`src/rtl/wfifo_pkg.sv`:
```
// Shared helpers for the write-side ingress of the asynchronous FIFO.
package wfifo_pkg;

  // Number of FIFO entries for a given address width.
  function automatic int unsigned depth_of(input int unsigned aw);
    return 32'(1) << aw;
  endfunction

  // Gray to binary conversion; operands narrower than 32 bits are zero-extended,
  // which leaves the result of the low bits unchanged.
  function automatic logic [31:0] gray2bin(input logic [31:0] g);
    logic [31:0] b;
    b[31] = g[31];
    for (int i = 30; i >= 0; i--) begin
      b[i] = b[i+1] ^ g[i];
    end
    return b;
  endfunction

endpackage

```
`src/rtl/wfifo_skid_buf.sv`:
```
// Two-entry valid/ready skid buffer feeding the FIFO write port.
module wfifo_skid_buf #(
  parameter int unsigned DATA_WIDTH = 8
) (
  input  logic                  wclk,
  input  logic                  wrst_n,
  input  logic                  in_valid,
  input  logic [DATA_WIDTH-1:0] in_data,
  output logic                  in_ready,
  input  logic                  wfull,
  output logic                  head_valid,
  output logic [DATA_WIDTH-1:0] head_data
);

  logic                  skid_valid;
  logic [DATA_WIDTH-1:0] skid_data;
  logic                  head_valid_n;
  logic [DATA_WIDTH-1:0] head_data_n;
  logic                  skid_valid_n;
  logic [DATA_WIDTH-1:0] skid_data_n;
  logic                  accept;
  logic                  drain;

  assign accept = in_valid & in_ready;
  assign drain  = head_valid & ~wfull;

  // Next-state of head/skid entries from the accept and drain handshakes.
  always_comb begin
    head_valid_n = head_valid;
    head_data_n  = head_data;
    skid_valid_n = skid_valid;
    skid_data_n  = skid_data;
    if (drain) begin
      if (skid_valid) begin
        head_data_n  = skid_data;
        skid_valid_n = 1'b0;
      end else if (accept) begin
        head_data_n = in_data;
      end else begin
        head_valid_n = 1'b0;
      end
    end else if (!head_valid) begin
      if (accept) begin
        head_valid_n = 1'b1;
        head_data_n  = in_data;
      end
    end else if (accept) begin
      skid_valid_n = 1'b1;
      skid_data_n  = in_data;
    end
  end

  // Entry registers; in_ready mirrors the free skid slot one cycle ahead.
  always_ff @(posedge wclk or negedge wrst_n) begin
    if (!wrst_n) begin
      head_valid <= 1'b0;
      head_data  <= '0;
      skid_valid <= 1'b0;
      skid_data  <= '0;
      in_ready   <= 1'b0;
    end else begin
      head_valid <= head_valid_n;
      head_data  <= head_data_n;
      skid_valid <= skid_valid_n;
      skid_data  <= skid_data_n;
      in_ready   <= ~skid_valid_n;
    end
  end

endmodule

```
`src/rtl/wfifo_ingress.sv`:
```
// Write-side ingress: skid-buffered write port, fill level, almost-full, stall stats.
module wfifo_ingress
  import wfifo_pkg::*;
#(
  parameter int unsigned ADDR_WIDTH  = 9,
  parameter int unsigned DATA_WIDTH  = 8,
  parameter int unsigned STALL_CNT_W = 16
) (
  input  logic                   wclk,
  input  logic                   wrst_n,
  input  logic                   in_valid,
  input  logic [DATA_WIDTH-1:0]  in_data,
  output logic                   in_ready,
  output logic                   winc,
  output logic [DATA_WIDTH-1:0]  wdata,
  input  logic                   wfull,
  input  logic [ADDR_WIDTH:0]    wptr,
  input  logic [ADDR_WIDTH:0]    wq2_rptr,
  input  logic [ADDR_WIDTH:0]    af_thresh,
  output logic [ADDR_WIDTH:0]    wlevel,
  output logic                   wafull,
  output logic [STALL_CNT_W-1:0] stall_cnt,
  input  logic                   stall_clr
);

  localparam int unsigned PTR_W = ADDR_WIDTH + 1;
  localparam int unsigned DEPTH = depth_of(ADDR_WIDTH);

  logic             head_valid;
  logic [PTR_W-1:0] wbin;
  logic [PTR_W-1:0] rbin;
  logic [PTR_W-1:0] wlevel_next;
  logic             stall;

  wfifo_skid_buf #(
    .DATA_WIDTH (DATA_WIDTH)
  ) u_skid (
    .wclk       (wclk),
    .wrst_n     (wrst_n),
    .in_valid   (in_valid),
    .in_data    (in_data),
    .in_ready   (in_ready),
    .wfull      (wfull),
    .head_valid (head_valid),
    .head_data  (wdata)
  );

  // Write strobe is combinational so a full flag blocks the same cycle.
  assign winc  = head_valid & ~wfull;
  assign stall = head_valid & wfull;

  // Modulo difference of binary pointers; the extra MSB keeps wrap correct.
  assign wbin        = PTR_W'(gray2bin(32'(wptr)));
  assign rbin        = PTR_W'(gray2bin(32'(wq2_rptr)));
  assign wlevel_next = PTR_W'(wbin - rbin);

  // Fill level and almost-full flag registered together.
  always_ff @(posedge wclk or negedge wrst_n) begin
    if (!wrst_n) begin
      wlevel <= '0;
      wafull <= 1'b0;
    end else begin
      wlevel <= wlevel_next;
      wafull <= (wlevel_next >= af_thresh);
    end
  end

  // Saturating stall counter; clear wins over a concurrent stall.
  always_ff @(posedge wclk or negedge wrst_n) begin
    if (!wrst_n) begin
      stall_cnt <= '0;
    end else if (stall_clr) begin
      stall_cnt <= '0;
    end else if (stall && (stall_cnt != '1)) begin
      stall_cnt <= stall_cnt + STALL_CNT_W'(1);
    end
  end

  // A level above DEPTH can only come from corrupt pointers.
  a_level_in_range: assert property (@(posedge wclk) disable iff (!wrst_n)
    wlevel <= PTR_W'(DEPTH));

endmodule

```
`config.mk`:
```
export PLATFORM = sky130hd
export DESIGN_NAME = wfifo_ingress
export DESIGN_NICKNAME = d
export VERILOG_FILES = /design/src/rtl/wfifo_pkg.sv /design/src/rtl/wfifo_skid_buf.sv /design/src/rtl/wfifo_ingress.sv
export SDC_FILE = /design/constraint.sdc
export NUM_CORES = 1
export LEC_CHECK = 0
export ABC_AREA = 1
export BUFFER_PORTS_ARGS = -buffer_cell sky130_fd_sc_hd__buf_2
export CAP_MARGIN = 20
export CORE_UTILIZATION = 30
export DETAILED_ROUTE_END_ITERATION = 8
export PLACE_DENSITY = 0.53
export RECOVER_POWER = 25
export SYNTH_ARGS = -nofsm -noshare
export SYNTH_HDL_FRONTEND = slang
export SYNTH_SLANG_ARGS = --single-unit
```
`constraint.sdc`:
```
create_clock -name wclk -period 1.8 [get_ports wclk]
set_input_delay 0.36 -clock wclk [delete_from_list [all_inputs] [get_ports wclk]]
set_output_delay 0.36 -clock wclk [all_outputs]
set_load 0.005 [all_outputs]
```
==> run_results.csv <==
group,metric,value,unit
critical_path,worstPathMaxFanout,3,
finish,antenna_cells,0,
global_routing,grt_max_degree,47,
yosys,synth-compound-area-share,11.4,%
finish,layout_common_cells,"buf_4 (81), buf_2 (75), inv_1 (46), dfrtp_1 (46), nand2_1 (40)",
yosys,synth_mux_area_share,2.96,%
yosys,syn_nets,430,
critical_path,critical_path_required,2.03,ns
power,p_leak,2.69,nW
placement,portBuffers,79,
sta,setup-violations-final,22,
yosys,synth-seq-area-share,37.8,%
global_routing,grtUsageTotal,15.2,%
finish,fin_nets,613,
finish,fillers,904,
run,max_cap_violations,0,
clock_tree,clk_latency,0.30,ns
placement,gp_congestion,0.875,
die,rows,36,
clock_tree,cts_buffers,5,
yosys,ys_types,36,
placement,dp_hpwl,5.92,mm
clock_tree,root_buffer,"clkbuf_8",
global_routing,grt_pass1_vias,3038,
yosys,synth_area,0.00304,mm²
worst_hold_path,min_path_type,"input port to register",
detailed_routing,vias,3127,
critical_path,critPathKind,"input port to register",
detailed_routing,via_per_inst,4.57,
yosys,ys.flop_type,"dfrtp_1",
sta,period_share,187,%
global_routing,grt_pass1_wl,12.8,mm
die,dieArea,0.0105,mm²
clock_tree,tritoncts,"done",
yosys,yosys_warnings,0,
sta,skew,0.00874,ns
worst_hold_path,min-delay-start,"in_data[6]",
placement,pre_cts_ws,-2.04,ns
power,ir_worst_vdd,0.000410,V
detailed_routing,dr.pass1.iters,4,
sta,setup_tns,-9.86,ns
finish,syn_to_final_growth,71.3,%
sta,min_period,3.37,ns
finish,register_area,0.00115,mm²
yosys,synth_edf_count,0,
finish,final_util,53.1,%
critical_path,cp.arrival,3.60,ns
sta,slew_violations,0,
detailed_routing,antenna_left,0,
finish,final_common_cell,"buf_4",
clock_tree,cts_buffer_depth,2,
die,die_h,103,µm
yosys,yosys.area_share.xor_xnor,6.04,%
sta,maxSlewHeadroom,22.7,%
critical_path,r2r-start,"stall_cnt[0]",
yosys,synth-seq-cells,46,
clock_tree,htree_levels,2,
die,die_x,103,µm
sta,worst_pin_slew,1.16,ns
critical_path,startpoint_type,"input port",
clock_tree,postCtsHoldBufs,0,
detailed_routing,drt-wirelength-per-cell,12.2,µm
finish,multi_input_area,0.00226,mm²
sta,finalHoldViolCount,0,
yosys,synthSimpleGateAreaFrac,25.7,%
die,coreArea,0.00982,mm²
critical_path,worstSetupStartpoint,"wq2_rptr[8]",
yosys,synth_top_family_by_area,"simple AND/OR/NAND/NOR gates",
finish,layout-drive-gt1-share,57.9,%
global_routing,antenna_found_initial,0,
power,power,5.13,mW
sta,rsz0062_at_grt,"yes",
global_routing,grt_overflow_total,0,
sta,whs,0.316,ns
die,pin_count,80,
detailed_routing,dr.first_iter.drc_count,74,
power,power.density,985,mW/mm²
yosys,synthCells,367,
sta,max_freq,297,MHz
detailed_routing,route.detailed.drc,0,
critical_path,endpoint_kind,"register",
yosys,synth_fa_ha_area_share,8.47,%
status,violations,"setup timing",
yosys,synth.avg_cell_area,8.29,µm²
status,status,"finished, violations left",
sta,setup_ws,-1.57,ns
clock_tree,path_clk_slew,0.08,ns
yosys,async_reset_ff_share,100,%
clock_tree,clkSinkCount,46,
die,start_util,31.0,%
detailed_routing,drt_wl_total,8.32,mm
-- final cells by class --
type                    count  share of cell area [%]
inverters                  58                    5.04
clock buffers               8                    2.11
flip-flops and latches     46                    22.1
repair buffers            179                    24.2
multi-input cells         260                    43.3
well taps                 133                    3.19
-- report_power, final --
| part | switching, mW | total (mW) | internal [mW] | leakage (nW) |
|---|---|---|---|---|
| logic | 1.37 | 2.89 | 1.52 | 2.06 |
| clock network | 0.347 | 0.736 | 0.388 | 0.0575 |
| registers | 0.134 | 1.51 | 1.37 | 0.570 |
-- final timing paths --
kind | endpoint | slack (ns) | depth (start not counted)
setup / recovery | wafull | -1.57 | 26
hold / removal | u_skid.skid_data[6] | 0.32 | 2
setup reg to reg | stall_cnt[15] | -0.15 | 13
hold reg to reg | u_skid.in_ready | 0.48 | 1
max in group asynchronous | wlevel[4] | 0.74 | 2
min in group asynchronous | u_skid.in_ready | 0.37 | 2
-- stage by stage --
step | instance area (µm²) | instances
floorplan | 3140 | 367
global route | 5210 | 684
CTS | 4810 | 672
global placement | 4210 | 645
detailed placement | 4210 | 645
finish | 5210 | 684
-- critical path, stage by stage --
cell	delay, ns
buf_12	0.11
inv_8	0.05
nand2_4	0.04
nand3_4	0.09
nand2_4	0.08
nand2_4	0.07
nand3_4	0.09
nand2_4	0.10
nand2_2	0.06
nand3_2	0.09
nand2_4	0.07
xnor2_4	0.13
xnor2_2	0.16
xor2_2	0.20
ha_2	0.20
fa_2	0.33
nor2_1	0.09
o21ai_1	0.08
nand2_2	0.10
a21oi_2	0.07
xnor2_2	0.15
ha_1	0.30
nand2_2	0.07
nor4_2	0.29
nand3_1	0.11
nand4_1	0.07
-- routing by layer --
layer / vias up / share of wire, % / global-route usage [%]
met3: 9 / 4.3 / 2.31
met2: 64 / 53 / 28.8
met1: 1479 / 42 / 17.6
li1: 1575 / - / -
met5: - / 0 / 0
met4: 0 / 0.89 / 4.07
-- state kept, by name, summed over array words and instances (netlist names) --
name               flops
stall_cnt             16
wlevel                10
u_skid.head_data       8
u_skid.skid_data       8
u_skid.head_valid      1
u_skid.in_ready        1
u_skid.skid_valid      1
wafull                 1
-- cell families (layout without fill, tap and decap cells) --
logic type | Yosys count | in the layout
adder cells (fa/ha/maj) | 20 | 20
XOR/XNOR | 15 | 15
AND/OR/NAND/NOR | 155 | 155
flip-flops | 46 | 46
multiplexers | 8 | 8
buffers and inverters | 61 | 245
AO/OA/AOI/OAI | 62 | 62
-- Yosys cell counts (7+ instances only) --
cell type	instances	area share [%]
a21oi_1	31	5.1
dfrtp_1	46	38
ha_1	19	7.8
inv_1	55	6.8
mux2_2	8	3.0
nand2_1	68	8.4
nand2_2	12	2.5
nand3_1	24	3.9
nand3_2	14	4.6
nor2_1	21	2.6
o21ai_0	10	1.6
o22ai_1	8	1.6
xor2_1	7	2.0
-- what timing repair did --
item	4_1_cts	5_1_grt
setup endpoints to repair	23	27
endpoints found under the hold margin	0	0
buffers inserted	24	17
pin swaps	40	29
gates resized for setup	86	72
Power figures use the tool's default switching activity.
